===== src/rtl/ram_arbiter.sv =====
// rtl/ram_arbiter.sv - two-port fixed-priority arbiter with port-1 starvation guard in front of a single-port block RAM
module ram_arbiter #(
  parameter int ADDR_WIDTH   = 14,
  parameter int STARVE_LIMIT = 4
) (
  input  logic                  clka,
  input  logic                  rsta,
  input  logic                  p0_req,
  input  logic [3:0]            p0_we,
  input  logic [ADDR_WIDTH-1:0] p0_addr,
  input  logic [31:0]           p0_wdata,
  output logic                  p0_gnt,
  output logic                  p0_rvalid,
  input  logic                  p1_req,
  input  logic [3:0]            p1_we,
  input  logic [ADDR_WIDTH-1:0] p1_addr,
  input  logic [31:0]           p1_wdata,
  output logic                  p1_gnt,
  output logic                  p1_rvalid,
  output logic [31:0]           rdata,
  output logic [ADDR_WIDTH-1:0] ram_addr,
  output logic [31:0]           ram_din,
  output logic [3:0]            ram_we,
  input  logic [31:0]           ram_dout
);

  localparam logic [3:0] LIMIT = 4'(STARVE_LIMIT);

  logic [3:0]            starve_cnt;
  logic [ADDR_WIDTH-1:0] addr_q;
  logic [31:0]           din_q;
  logic                  rd0_q;
  logic                  rd1_q;
  logic                  force_p1;

  always_comb begin
    force_p1 = (starve_cnt == LIMIT);
    p0_gnt   = 1'b0;
    p1_gnt   = 1'b0;
    if (!rsta) begin
      if (p0_req && !(p1_req && force_p1))
        p0_gnt = 1'b1;
      else if (p1_req)
        p1_gnt = 1'b1;
    end
  end

  // Address and data hold their last driven value when idle so the RAM pins stay quiet.
  always_comb begin
    ram_addr = addr_q;
    ram_din  = din_q;
    ram_we   = 4'b0000;
    if (p0_gnt) begin
      ram_addr = p0_addr;
      ram_din  = p0_wdata;
      ram_we   = p0_we;
    end else if (p1_gnt) begin
      ram_addr = p1_addr;
      ram_din  = p1_wdata;
      ram_we   = p1_we;
    end
  end

  always_ff @(posedge clka) begin
    addr_q <= ram_addr;
    din_q  <= ram_din;
    if (rsta) begin
      starve_cnt <= 4'd0;
      rd0_q      <= 1'b0;
      rd1_q      <= 1'b0;
    end else begin
      rd0_q <= p0_gnt && (p0_we == 4'b0000);
      rd1_q <= p1_gnt && (p1_we == 4'b0000);
      if (!p1_req || p1_gnt)
        starve_cnt <= 4'd0;
      else if (starve_cnt != LIMIT)
        starve_cnt <= starve_cnt + 4'd1;
    end
  end

  // Gated by rsta so a read granted just before reset never reports data.
  assign p0_rvalid = rd0_q & ~rsta;
  assign p1_rvalid = rd1_q & ~rsta;
  assign rdata     = ram_dout;

endmodule


===== config.mk =====
export PLATFORM = sky130hd
export DESIGN_NAME = ram_arbiter
export DESIGN_NICKNAME = d
export VERILOG_FILES = /design/src/rtl/ram_arbiter.sv
export SDC_FILE = /design/constraint.sdc
export NUM_CORES = 1
export LEC_CHECK = 0
export BUFFER_PORTS_ARGS = -buffer_cell sky130_fd_sc_hd__buf_2
export CAP_MARGIN = 5
export CORE_ASPECT_RATIO = 0.9
export CORE_MARGIN = 2
export CORE_UTILIZATION = 30
export DETAILED_ROUTE_END_ITERATION = 10
export PLACE_DENSITY = 0.72
export RECOVER_POWER = 100
export SLEW_MARGIN = 10
export SYNTH_ARGS = -nofsm -noshare
export SYNTH_HDL_FRONTEND = slang
export SYNTH_SLANG_ARGS = --single-unit

===== constraint.sdc =====
create_clock -name clka -period 3.5 [get_ports clka]
set_input_delay 0.175 -clock clka [delete_from_list [all_inputs] [get_ports clka]]
set_output_delay 0.175 -clock clka [all_outputs]
set_load 0.05 [all_outputs]

==> key figures <==
Pwr
  – Leakage: about 1.3 nW
  – Power density over the cells: just under 500 nW/um2
  – Worst VDD drop: approximately 0.00019 V

Setup path
  – Critical-path cell with the highest stage delay: sky130_fd_sc_hd__clkbuf_2
  – Arrival time reported for the critical path endpoint: between 2 and 3 ns
  – Setup crit end kind: output port
  – Data required time at the worst endpoint: approximately 3.3 ns
  – Sum of buffers and inverters on the critical path: 3
  – Critical Path Start: starve_cnt[0]
  – Critical Path Start Type: flip-flop
  – Ordered cell list for the critical path: inv_1, ha_1, nand4b_1, clkbuf_2, nand3_1, o31ai_1, clkbuf_1
  – Worst flop-to-flop path startpoint: starve_cnt[0]
  – CP top delay family: buffers and inverters
  – Longest individual stage delay on the worst path: 0.79 ns
  – CP Class: flip-flop to output port
  – Highest fanout seen on the critical path: 47

Floorplanning
  – Die span in y: 94.79 um
  – I/O pin count: approximately 220
  – Area of the die: ~9900 um2
  – Standard-cell rows: 33
  – Horizontal extent of the die: roughly 100 um
  – Initial standard-cell utilization of the core: 0.3053
  – Area of the core: around 9000 um2

Placement
  – Number of buffer cells added on primary ports: 157
  – GPL Wtd Cong: about 0.74
  – Estimated wirelength of the detail-placed design: 5666 um

Clock network
  – Clock buffer count from CTS: 5
  – CTS clk-pin slew, worst paths: 0.09 ns
  – Clock latency on the worst-skew pair: 0.30 ns
  – Cells resized by post-CTS repair: 0
  – Hold buffer count at CTS: 0
  – Clock Sink Count: 52
  – Longest Clk Path Bufs: 2
  – TritonCTS clock tree: done
  – Setup Fix Bufs, Post-CTS: 0
  – Number of H-tree levels: 2
  – Library cell used as clock root buffer: sky130_fd_sc_hd__clkbuf_8

Hold path
  – Source of the worst hold timing path: p0_addr[2]
  – Kind of path behind the tightest hold check: input port to flip-flop

Detailed routing
  – First-pass iteration count of the detailed router: 4
  – Number of violations reported at the end of detailed-routing iteration 0: between 100 and 150
  – Antenna-violating nets left: 0
  – Post-Route WL: between 8000 and 9000 um
  – Via count: between 2000 and 3000
  – Number of remaining DRC errors: 0
  – Final routed wire length divided by cell count: between 15 and 20 um
  – Detailed-route vias per instance: approximately 5.2

STA
  – Tmin final: roughly 2.9 ns
  – Final-layout setup total negative slack: 0 ns
  – Final worst-path cycle share: 0.8398
  – Max Clk Rate: approximately 340 MHz
  – Final setup violating endpoints: 0
  – Clock skew after layout: 0.003942 ns
  – Worst slew margin relative to its limit: 0.3106
  – Actual slew at the worst max-slew pin: between 1 and 1.5 ns
  – Final max-slew violation count: 0
  – Worst hold-check slack: 0.1053 ns
  – Hold violation count in the final report: 0
  – RSZ-0062 raised after global routing: no

Yosys
  – Area fraction in and, or, nand and nor cells after synthesis: 0.1890
  – Share of the synthesized area in compound gates (AO/OA/AOI/OAI): 0.2691
  – Number of synthesis warnings: 0
  – Gate count after technology mapping: 338
  – EDFF count, synth: 0
  – Biggest area contributors in the synthesized netlist: sky130_fd_sc_hd__dfxtp_1 (38%), sky130_fd_sc_hd__a211oi_1 (13%), sky130_fd_sc_hd__o31ai_1 (13%)
  – Sequential fraction of the synthesis area: 0.3789
  – Fraction of synthesized area in multiplexers: 0.003643
  – Post-Syn Nets: around 480
  – Cell Area, Synth: around 2700 um2
  – Area share of the largest cell type after synthesis: 0.3789
  – Fraction of the mapped netlist area in adder cells: 0.009107
  – Post-synthesis xor/xnor area fraction: 0
  – Largest family of logic cells by synthesized area: compound AO/OA/AOI/OAI gates
  – Number of distinct library cells after synthesis: 24
  – Fraction of synthesis flops using an asynchronous set or reset pin: 0
  – Dominant synthesized flop cell: sky130_fd_sc_hd__dfxtp_1
  – Synth Area per Inst: about 8.1 um2
  – Largest area contributor in the synthesized netlist: sky130_fd_sc_hd__dfxtp_1
  – Seq cells post-synth: 52

Run
  – Max cap viols: 0

Global route
  – Initial antenna violation count: 0
  – Global route total overflow: 0
  – Global-route usage over all layers: 0.1650
  – First-pass GRT wire length: around 13000 um
  – Vias in the first global route: 2735
  – Maximum number of pins on one net before global-route repair: 52

Outcome
  – Result of the run: completed

Finish
  – Nets: about 580
  – Utilization of the core after routing: 0.3746
  – Area growth from synthesis to layout: 22.72%
  – Share of final-layout standard cells stronger than drive strength 1: 0.2721
  – Number of fill cells in the layout: 985
  – Count of inserted antenna diode cells: 0
  – Area taken by flip-flops and latches: around 1000 um2
  – Combined area of the multi-input logic cells: ~1300 um2
-- cell usage after synthesis (4+ instances only) --
library cell               instances
sky130_fd_sc_hd__dfxtp_1          52
sky130_fd_sc_hd__nor2_1           51
sky130_fd_sc_hd__nand3_1          48
sky130_fd_sc_hd__a211oi_1         46
sky130_fd_sc_hd__o31ai_1          46
sky130_fd_sc_hd__buf_4            33
sky130_fd_sc_hd__clkbuf_1         19
sky130_fd_sc_hd__buf_2            15
sky130_fd_sc_hd__a22o_1            4
sky130_fd_sc_hd__inv_1             4
sky130_fd_sc_hd__nor2b_1           4
-- worst min-delay path: cells and delay by family --
family / cells / cell delay [ns]
compound gates: 1 / 0.07
simple gates: 1 / 0.05
buf+inv: 1 / 0.08
-- routing by layer --
metal	wire length, um	track usage	part of all wire	up-vias
met4	77	0.03778	0.0091	0
met5	0	0	0	-
li1	-	-	-	1409
met3	659	0.03658	0.078	13
met1	3773	0.2058	0.44	1372
met2	3983	0.2922	0.47	132
-- metrics by stage --
stage / setup WS, ns / power, mW / instances / area [um2]
after floorplan: 0.7353 / 1.227 / 338 / 2748
after global placement: 1.229 / 1.287 / 555 / 3352
after detailed placement: 1.169 / 1.296 / 555 / 3352
after CTS: 0.8199 / 1.663 / 563 / 3446
after global routing: 0.3606 / 1.708 / 563 / 3372
final: 0.5606 / 1.624 / 563 / 3372
-- power breakdown --
part / switching (mW) / internal [mW] / total, mW / leakage (nW)
Clock: 0.201 / 0.161 / 0.363 / 0.0445
Combinational: 0.441 / 0.134 / 0.575 / 0.847
Sequential: 0.0186 / 0.668 / 0.686 / 0.437
Total: 0.661 / 0.963 / 1.62 / 1.33
-- layout by cell type, fill, tap and decap left out --
master | netlist | final
sky130_fd_sc_hd__a211oi_1 | 46 | 46
sky130_fd_sc_hd__a21oi_1 | 1 | 2
sky130_fd_sc_hd__a22o_1 | 4 | 4
sky130_fd_sc_hd__and2_1 | 2 | 1
sky130_fd_sc_hd__and2_2 | 0 | 1
sky130_fd_sc_hd__and3_1 | 1 | 1
sky130_fd_sc_hd__buf_2 | 15 | 103
sky130_fd_sc_hd__buf_4 | 33 | 5
sky130_fd_sc_hd__clkbuf_1 | 19 | 55
sky130_fd_sc_hd__clkbuf_2 | 0 | 1
sky130_fd_sc_hd__clkbuf_8 | 0 | 6
sky130_fd_sc_hd__clkinvlp_4 | 0 | 1
sky130_fd_sc_hd__dfxtp_1 | 52 | 52
sky130_fd_sc_hd__ha_1 | 2 | 2
sky130_fd_sc_hd__inv_1 | 4 | 4
sky130_fd_sc_hd__mux2i_1 | 1 | 1
sky130_fd_sc_hd__nand2_1 | 1 | 1
sky130_fd_sc_hd__nand2b_2 | 0 | 1
sky130_fd_sc_hd__nand3_1 | 48 | 48
sky130_fd_sc_hd__nand3b_1 | 1 | 1
sky130_fd_sc_hd__nand4b_1 | 1 | 1
sky130_fd_sc_hd__nor2_1 | 51 | 51
sky130_fd_sc_hd__nor2b_1 | 4 | 2
sky130_fd_sc_hd__nor2b_4 | 0 | 2
sky130_fd_sc_hd__nor3_1 | 1 | 1
sky130_fd_sc_hd__nor4_1 | 2 | 2
sky130_fd_sc_hd__o31ai_1 | 46 | 46
-- state kept, by name, summed over array words and instances, names as in the netlist --
signal and flops:
starve_cnt 4, rd0_q 1, addr_q 14, din_q 32, rd1_q 1
-- cell families after synthesis --
logic type,Yosys count
AND/OR/NAND/NOR,113
multiplexers,1
AO/OA/AOI/OAI,98
adder cells (fa/ha/maj),2
buffers and inverters,72
flip-flops,52
-- final timing paths --
path / cells after the start / slack (ns) / endpoint
hold / removal: 3 / 0.11 / addr_q[2]
setup / recovery: 7 / 0.56 / ram_addr[0]
setup reg to reg: 5 / 1.42 / din_q[16]
hold reg to reg: 1 / 0.48 / starve_cnt[0]
-- final cells by class --
| class | count | share of cell area |
|---|---|---|
| Timing Repair Buffer | 163 | 0.2256 |
| Clock inverter | 1 | 0.002226 |
| Tap cell | 122 | 0.04527 |
| Sequential cell | 52 | 0.3087 |
| Clock buffer | 7 | 0.02560 |
| Multi-Input combinational cell | 214 | 0.3881 |
| Inverter | 4 | 0.004453 |
No activity file was read; power rests on OpenSTA's default activity.
